==> src/rtl/hack_display_pkg.sv <==
// Shared constants for the debug register overlay: colours, cell geometry
// and the capture FSM state encoding.
package hack_display_pkg;

    localparam logic [2:0]  COL_ON     = 3'b100;
    localparam logic [2:0]  COL_OFF    = 3'b000;
    localparam logic [10:0] CELL_OFS   = 11'd11;
    localparam logic [10:0] CELL_W     = 11'd5;
    localparam logic [10:0] CELL_PITCH = 11'd10;
    localparam int          CELLS      = 16;

    // Last horizontal offset that still belongs to a row (end of cell 15).
    localparam logic [10:0] H_SPAN_END = CELL_OFS + 11'(CELLS - 1) * CELL_PITCH + CELL_W - 11'd1;

    typedef enum logic [1:0] {
        ST_IDLE,
        ST_ISSUE,
        ST_DRAIN
    } cap_state_t;

endpackage

==> src/rtl/overlay_cell_decode.sv <==
// Combinational hit test for one overlay row: is the beam inside the row
// region, which of the 16 bit-cells it is over, and whether it is on the lit part.
module overlay_cell_decode
    import hack_display_pkg::*;
#(
    parameter logic [10:0] POS_H = 11'd8
) (
    input  logic [10:0] i_vga_h,
    input  logic [10:0] i_vga_v,
    input  logic [10:0] i_origin_v,
    output logic        o_hit,
    output logic [3:0]  o_cell,
    output logic        o_in_cell
);

    logic [10:0] w_v_off;
    logic [10:0] w_h_off;
    logic [10:0] w_rel;
    logic        w_v_ok;
    logic        w_h_ok;

    // Offsets only count when the beam is at or past the origin, so a small
    // counter never wraps into a huge offset that looks like a hit.
    always_comb begin
        w_v_off = i_vga_v - i_origin_v;
        w_h_off = i_vga_h - POS_H;
        w_v_ok  = (i_vga_v >= i_origin_v) && (w_v_off >= CELL_OFS) &&
                  (w_v_off <= CELL_OFS + CELL_W - 11'd1);
        w_h_ok  = (i_vga_h >= POS_H) && (w_h_off >= CELL_OFS) && (w_h_off <= H_SPAN_END);
        w_rel   = w_h_off - CELL_OFS;
    end

    assign o_hit     = w_v_ok && w_h_ok;
    assign o_cell    = 4'(w_rel / CELL_PITCH);
    assign o_in_cell = o_hit && ((w_rel % CELL_PITCH) < CELL_W);

endmodule

==> src/rtl/register_overlay_ctrl.sv <==
// Debug register overlay: snapshots N_REGS CPU registers once per frame in
// vblank over a shared read mux, then renders each as a row of 16 bit-cells.
module register_overlay_ctrl
    import hack_display_pkg::*;
#(
    parameter int          N_REGS     = 4,
    parameter logic [10:0] POS_H      = 11'd8,
    parameter logic [10:0] POS_V      = 11'd8,
    parameter logic [10:0] ROW_PITCH  = 11'd20,
    parameter logic [10:0] CAPTURE_LN = 11'd490,
    parameter logic [2:0]  ON_COLOUR  = COL_ON,
    parameter logic [2:0]  OFF_COLOUR = COL_OFF,
    localparam int         SEL_W      = (N_REGS > 1) ? $clog2(N_REGS) : 1
) (
    input  logic             clk,
    input  logic             reset,
    input  logic [10:0]      vga_h,
    input  logic [10:0]      vga_v,
    input  logic [2:0]       bg,
    input  logic             freeze,
    output logic [SEL_W-1:0] reg_sel,
    input  logic [15:0]      reg_data,
    output logic             capture_busy,
    output logic [2:0]       pixel_out,
    output logic             display_on
);

    localparam logic [SEL_W-1:0] LAST_IDX = SEL_W'(N_REGS - 1);

    cap_state_t       r_state;
    logic [SEL_W-1:0] r_idx;
    logic [SEL_W-1:0] r_reg_sel;
    logic             r_busy;
    logic [15:0]      r_snap [N_REGS];

    logic             w_trigger;

    assign w_trigger    = (vga_v == CAPTURE_LN) && (vga_h == 11'd0) && !freeze;
    assign reg_sel      = r_reg_sel;
    assign capture_busy = r_busy;

    // Read data lags reg_sel by one cycle, so each ISSUE cycle stores the
    // previous slot and DRAIN picks up the last one.
    always_ff @(posedge clk) begin
        if (reset) begin
            r_state   <= ST_IDLE;
            r_idx     <= '0;
            r_reg_sel <= '0;
            r_busy    <= 1'b0;
            for (int i = 0; i < N_REGS; i++) begin
                r_snap[i] <= 16'h0000;
            end
        end else begin
            case (r_state)
                ST_IDLE: begin
                    if (w_trigger) begin
                        r_state   <= ST_ISSUE;
                        r_idx     <= '0;
                        r_reg_sel <= '0;
                        r_busy    <= 1'b1;
                    end
                end
                ST_ISSUE: begin
                    if (r_idx != '0) begin
                        r_snap[r_idx - 1'b1] <= reg_data;
                    end
                    if (r_idx == LAST_IDX) begin
                        r_state   <= ST_DRAIN;
                        r_reg_sel <= '0;
                    end else begin
                        r_idx     <= r_idx + 1'b1;
                        r_reg_sel <= r_idx + 1'b1;
                    end
                end
                ST_DRAIN: begin
                    r_snap[N_REGS-1] <= reg_data;
                    r_idx            <= '0;
                    r_state          <= ST_IDLE;
                    r_busy           <= 1'b0;
                end
                default: begin
                    r_state   <= ST_IDLE;
                    r_idx     <= '0;
                    r_reg_sel <= '0;
                    r_busy    <= 1'b0;
                end
            endcase
        end
    end

    logic [10:0]       w_origin [N_REGS];
    logic [N_REGS-1:0] w_hit;
    logic [N_REGS-1:0] w_in_cell;
    logic [3:0]        w_cell [N_REGS];

    for (genvar g = 0; g < N_REGS; g++) begin : g_slot
        assign w_origin[g] = POS_V + 11'(g) * ROW_PITCH;

        overlay_cell_decode #(
            .POS_H (POS_H)
        ) u_decode (
            .i_vga_h    (vga_h),
            .i_vga_v    (vga_v),
            .i_origin_v (w_origin[g]),
            .o_hit      (w_hit[g]),
            .o_cell     (w_cell[g]),
            .o_in_cell  (w_in_cell[g])
        );
    end

    logic [SEL_W-1:0] w_slot;
    logic [3:0]       w_cell_any;
    logic             w_in_cell_any;

    // Rows never overlap, so OR-merging the per-slot results is unambiguous.
    always_comb begin
        w_slot        = '0;
        w_cell_any    = '0;
        w_in_cell_any = 1'b0;
        for (int i = 0; i < N_REGS; i++) begin
            if (w_hit[i]) begin
                w_slot        = w_slot | SEL_W'(i);
                w_cell_any    = w_cell_any | w_cell[i];
                w_in_cell_any = w_in_cell_any | w_in_cell[i];
            end
        end
    end

    // ---- S1: decoded position and aligned background ----
    logic             r_hit_p1;
    logic [SEL_W-1:0] r_slot_p1;
    logic [3:0]       r_cell_p1;
    logic             r_in_cell_p1;
    logic [2:0]       r_bg_p1;

    always_ff @(posedge clk) begin
        if (reset) begin
            r_hit_p1     <= 1'b0;
            r_slot_p1    <= '0;
            r_cell_p1    <= '0;
            r_in_cell_p1 <= 1'b0;
            r_bg_p1      <= '0;
        end else begin
            r_hit_p1     <= |w_hit;
            r_slot_p1    <= w_slot;
            r_cell_p1    <= w_cell_any;
            r_in_cell_p1 <= w_in_cell_any;
            r_bg_p1      <= bg;
        end
    end

    // ---- S2: colour selection, registered outputs ----
    logic w_bit;

    assign w_bit = r_snap[r_slot_p1][4'd15 - r_cell_p1];

    always_ff @(posedge clk) begin
        if (reset) begin
            pixel_out  <= '0;
            display_on <= 1'b0;
        end else begin
            display_on <= r_hit_p1;
            if (r_hit_p1 && r_in_cell_p1) begin
                pixel_out <= w_bit ? ON_COLOUR : OFF_COLOUR;
            end else begin
                pixel_out <= r_bg_p1;
            end
        end
    end

endmodule

==> config.mk <==
export PLATFORM = sky130hd
export DESIGN_NAME = register_overlay_ctrl
export DESIGN_NICKNAME = d
export VERILOG_FILES = /design/src/rtl/hack_display_pkg.sv /design/src/rtl/overlay_cell_decode.sv /design/src/rtl/register_overlay_ctrl.sv
export SDC_FILE = /design/constraint.sdc
export NUM_CORES = 1
export LEC_CHECK = 0
export ABC_CLOCK_PERIOD_IN_PS = 9500
export CORE_UTILIZATION = 66
export DETAILED_ROUTE_END_ITERATION = 10
export PLACE_DENSITY = 0.86
export SYNTH_ARGS = -nofsm -noshare
export SYNTH_HDL_FRONTEND = slang
export SYNTH_HIERARCHICAL = 1
export SYNTH_SLANG_ARGS = --single-unit
export TNS_END_PERCENT = 50
==> constraint.sdc <==
create_clock -name clk -period 9.5 [get_ports clk]
set_clock_uncertainty 0.2 [all_clocks]
set_input_delay 1.9 -clock clk [delete_from_list [all_inputs] [get_ports clk]]
set_output_delay 1.9 -clock clk [all_outputs]
set_load 0.05 [all_outputs]
==> results.cfg <==
[worst_setup_path]
r2r_cells = 5
rr_endpoint = r_snap[1][1]$_SDFFCE_PN0P_
cp_data_required_time_ns = 9.58
regToRegSetupSlack_ns = 6.41
cp-start-kind = primary input
crit_arrival_ns = 7.89
path_max_fanout = 13
path_class = primary input to flop
cp-end-kind = flop
r2r_start = r_idx[0]$_SDFFE_PP0P_

[synth]
synth_warnings = 6
seq_area_frac_synth_pct = 19.0
synth_seq_cells = 86
syn-cell-area_sq_um = 12500
async_reset_ff_share_pct = 0
synth.area.top_cells = edfxtp_1, ha_1, xnor2_1, a21oi_1, nor2_1
yosysTopAreaCellShare_pct = 15.4
yosys.area.top_type = edfxtp_1
yosysUniqueCellTypes = 114
syn_inst = 1529
synth.avg_cell_area_sq_um = 8.15
ys.flop_type = edfxtp_1
synth_edf_count = 64

[layout]
multi_input_area_sq_um = 9350
final_cell_mix = nor2_1, inv_1, a21oi_1, nand2_1, ha_1
register_area_sq_um = 2360
final_net_count = 1711
n_antenna_cell = 0
final_common_cell = nor2_1
num-fill-cells = 1314
fin_cells = 1814
area_growth_pct = 7.66
drive_gt1_share_pct = 9.59

[global_routing]
grt_first_pass_wirelength_um = 52600
antenna_found_initial = 0
first_global_vias = 10853
overflow = 0
grt_max_degree = 45
grt_usage_pct = 33.1

[routing]
drcViolationCount = 0
viasPerCell = 6.48
drt-pass1-iter-count = 8
wire_per_inst_um = 17.7
vias = 11757
ant_nets = 0
wl_um = 32200
drt_iter0_drc = 980

[floorplanning]
io_pins = 51
initial_core_util_pct = 68.4
rows = 49
die-area_sq_um = 19400
die_h_um = 139
design.core.area_sq_um = 18200
die_x_um = 139

[clocking]
post_cts_buffers = 0
tritoncts = built
cts_htree_levels = 3
ctsResizeCount = 0
cts_buffers = 9
cts_hold_buffers = 0
root_buffer = clkbuf_16
insertion_delay_ns = 0.35
clkSlewWorstSetupHoldPaths_ns = 0.06
clock_path_buffers = 2
clock_sinks = 86

[power]
p_leak_nw = 5.06
irDropWorstVdd_uv = 93.6
p_per_area_nw_per_um2 = 131

[sta]
tightestPinTransition_ns = 0.968
fin_crit_sh_pct = 82.2
max_slew_margin_pct = 35.2
hold_ws_ns = 0.266
setup_tns_ns = 0
fin_crit_ns = 7.81
finalHoldViolCount = 0
rsz0062_at_grt = no
fmax_mhz = 128
slew_viol_final = 0
setup_viol = 0

[hold_path]
holdCritPathClass = flop to flop
hold_depth = 1
min_to = pixel_out[1]$_SDFF_PP0_
min_from = r_bg_p1[1]$_SDFF_PP0_

[job]
drv_cap = 0

[place]
place_hpwl_um = 23600
gp_congestion = 0.972
place_inst = 1798
port-buffer-count = 50

[status]
outcome = finished clean
kinds of logic after synthesis:
| kind of cell | Yosys count | synth area share (%) |
|---|---|---|
| xor+xnor | 110 | 8.39 |
| simple gates | 551 | 24.8 |
| other cells | 2 | 0.0603 |
| compound gates | 449 | 26.6 |
| buf+inv | 194 | 7.38 |
| mux | 44 | 4.40 |
| fa+ha+maj | 93 | 9.46 |
| flops | 86 | 19.0 |
Yosys cell counts (all sizes together), types with 7 or more instances:
master,n
a221oi,11
mux2i,33
o31ai,7
xnor2,73
o32ai,9
nor2,144
nand4,15
o22a,12
a211oi,21
a21o,30
a32oi,7
nor4,16
o211ai,12
and3,9
o311ai,8
o21ai,81
a211o,7
a31oi,17
edfxtp,64
or4,7
and4,9
o21bai,25
ha,83
or3,25
o221ai,8
nor3b,12
nor2b,21
xor2,37
mux4,8
nand2b,24
clkbuf,20
and2,28
nand2,106
nor3,72
buf,49
dfxtp,22
o22ai,7
a22oi,15
a21oi,120
nand3,34
inv,124
stage by stage:
stage / instance area, sq um / worst slack [ns] / utilization (%) / total power, W
after floorplan: 12600 / 2.36 / - / 0.00117
after global placement: 13100 / 1.54 / 71.8 / 0.00131
after detailed placement: 13100 / 1.43 / 71.8 / 0.00134
after CTS: 13400 / 1.79 / 73.7 / 0.00174
after global routing: 13400 / 1.16 / 73.7 / 0.00187
final: 13400 / 1.69 / 73.7 / 0.00176
registers in the layout (all words and copies together), names as in the netlist, named ones only:
name	count
r_cell_p1	4
r_snap	64
r_bg_p1	3
r_hit_p1	1
display_on	1
r_state	2
capture_busy	1
pixel_out	3
r_idx	2
r_in_cell_p1	1
reg_sel	2
routing by layer:
layer	share of wire [%]	up-vias	track usage, %
li1	-	5711	-
met1	43	5496	42.4
met2	47	469	55.2
met3	6.8	81	4.65
met4	3.3	0	15.0
met5	0	-	0
power by group:
part           total (W)  internal [W]  switching (W)
clock network   0.000405      0.000258       0.000146
registers       0.000421      0.000416     0.00000455
logic           0.000936      0.000364       0.000571
total            0.00176       0.00104       0.000722
final cells by class:
cell class / count / share of cell area [%]
flip-flops and latches: 86 / 17.6
clock inverters: 5 / 0.802
clock buffers: 11 / 1.73
inverters: 125 / 3.50
well taps: 229 / 2.14
multi-input cells: 1291 / 69.7
repair buffers: 67 / 4.57
worst max path at each step:
stage,from,endpoint,slack [ns],cells after the start
2_1_floorplan,vga_h[3],r_in_cell_p1$_SDFF_PP0_,2.36,25
3_3_place_gp,vga_h[4],r_in_cell_p1$_SDFF_PP0_,1.54,25
3_5_place_dp,vga_h[4],r_in_cell_p1$_SDFF_PP0_,1.43,24
4_1_cts,vga_h[4],r_in_cell_p1$_SDFF_PP0_,1.79,24
5_1_grt,vga_h[4],r_in_cell_p1$_SDFF_PP0_,1.16,25
6_report,vga_h[4],r_in_cell_p1$_SDFF_PP0_,1.69,25
worst max-delay path: stages:
cell and delay [ns]:
clkdlybuf4s50_1 0.42, inv_1 0.12, ha_1 0.42, or4b_4 0.56, o21ai_2 0.21, and2_1 0.44, a41oi_1 0.20, a221o_1 0.40
o311ai_4 0.10, nor2_2 0.07, a31o_1 0.21, a221oi_2 0.21, buf_4 0.22, nor2_1 0.11, and3_1 0.25, a211oi_1 0.35
ha_1 0.27, inv_1 0.07, and3_1 0.14, a211oi_1 0.21, o221ai_1 0.16, nand2b_1 0.23, a2111oi_2 0.36, a22oi_1 0.11
a21oi_1 0.14
No activity file was read; power rests on OpenSTA's default activity.
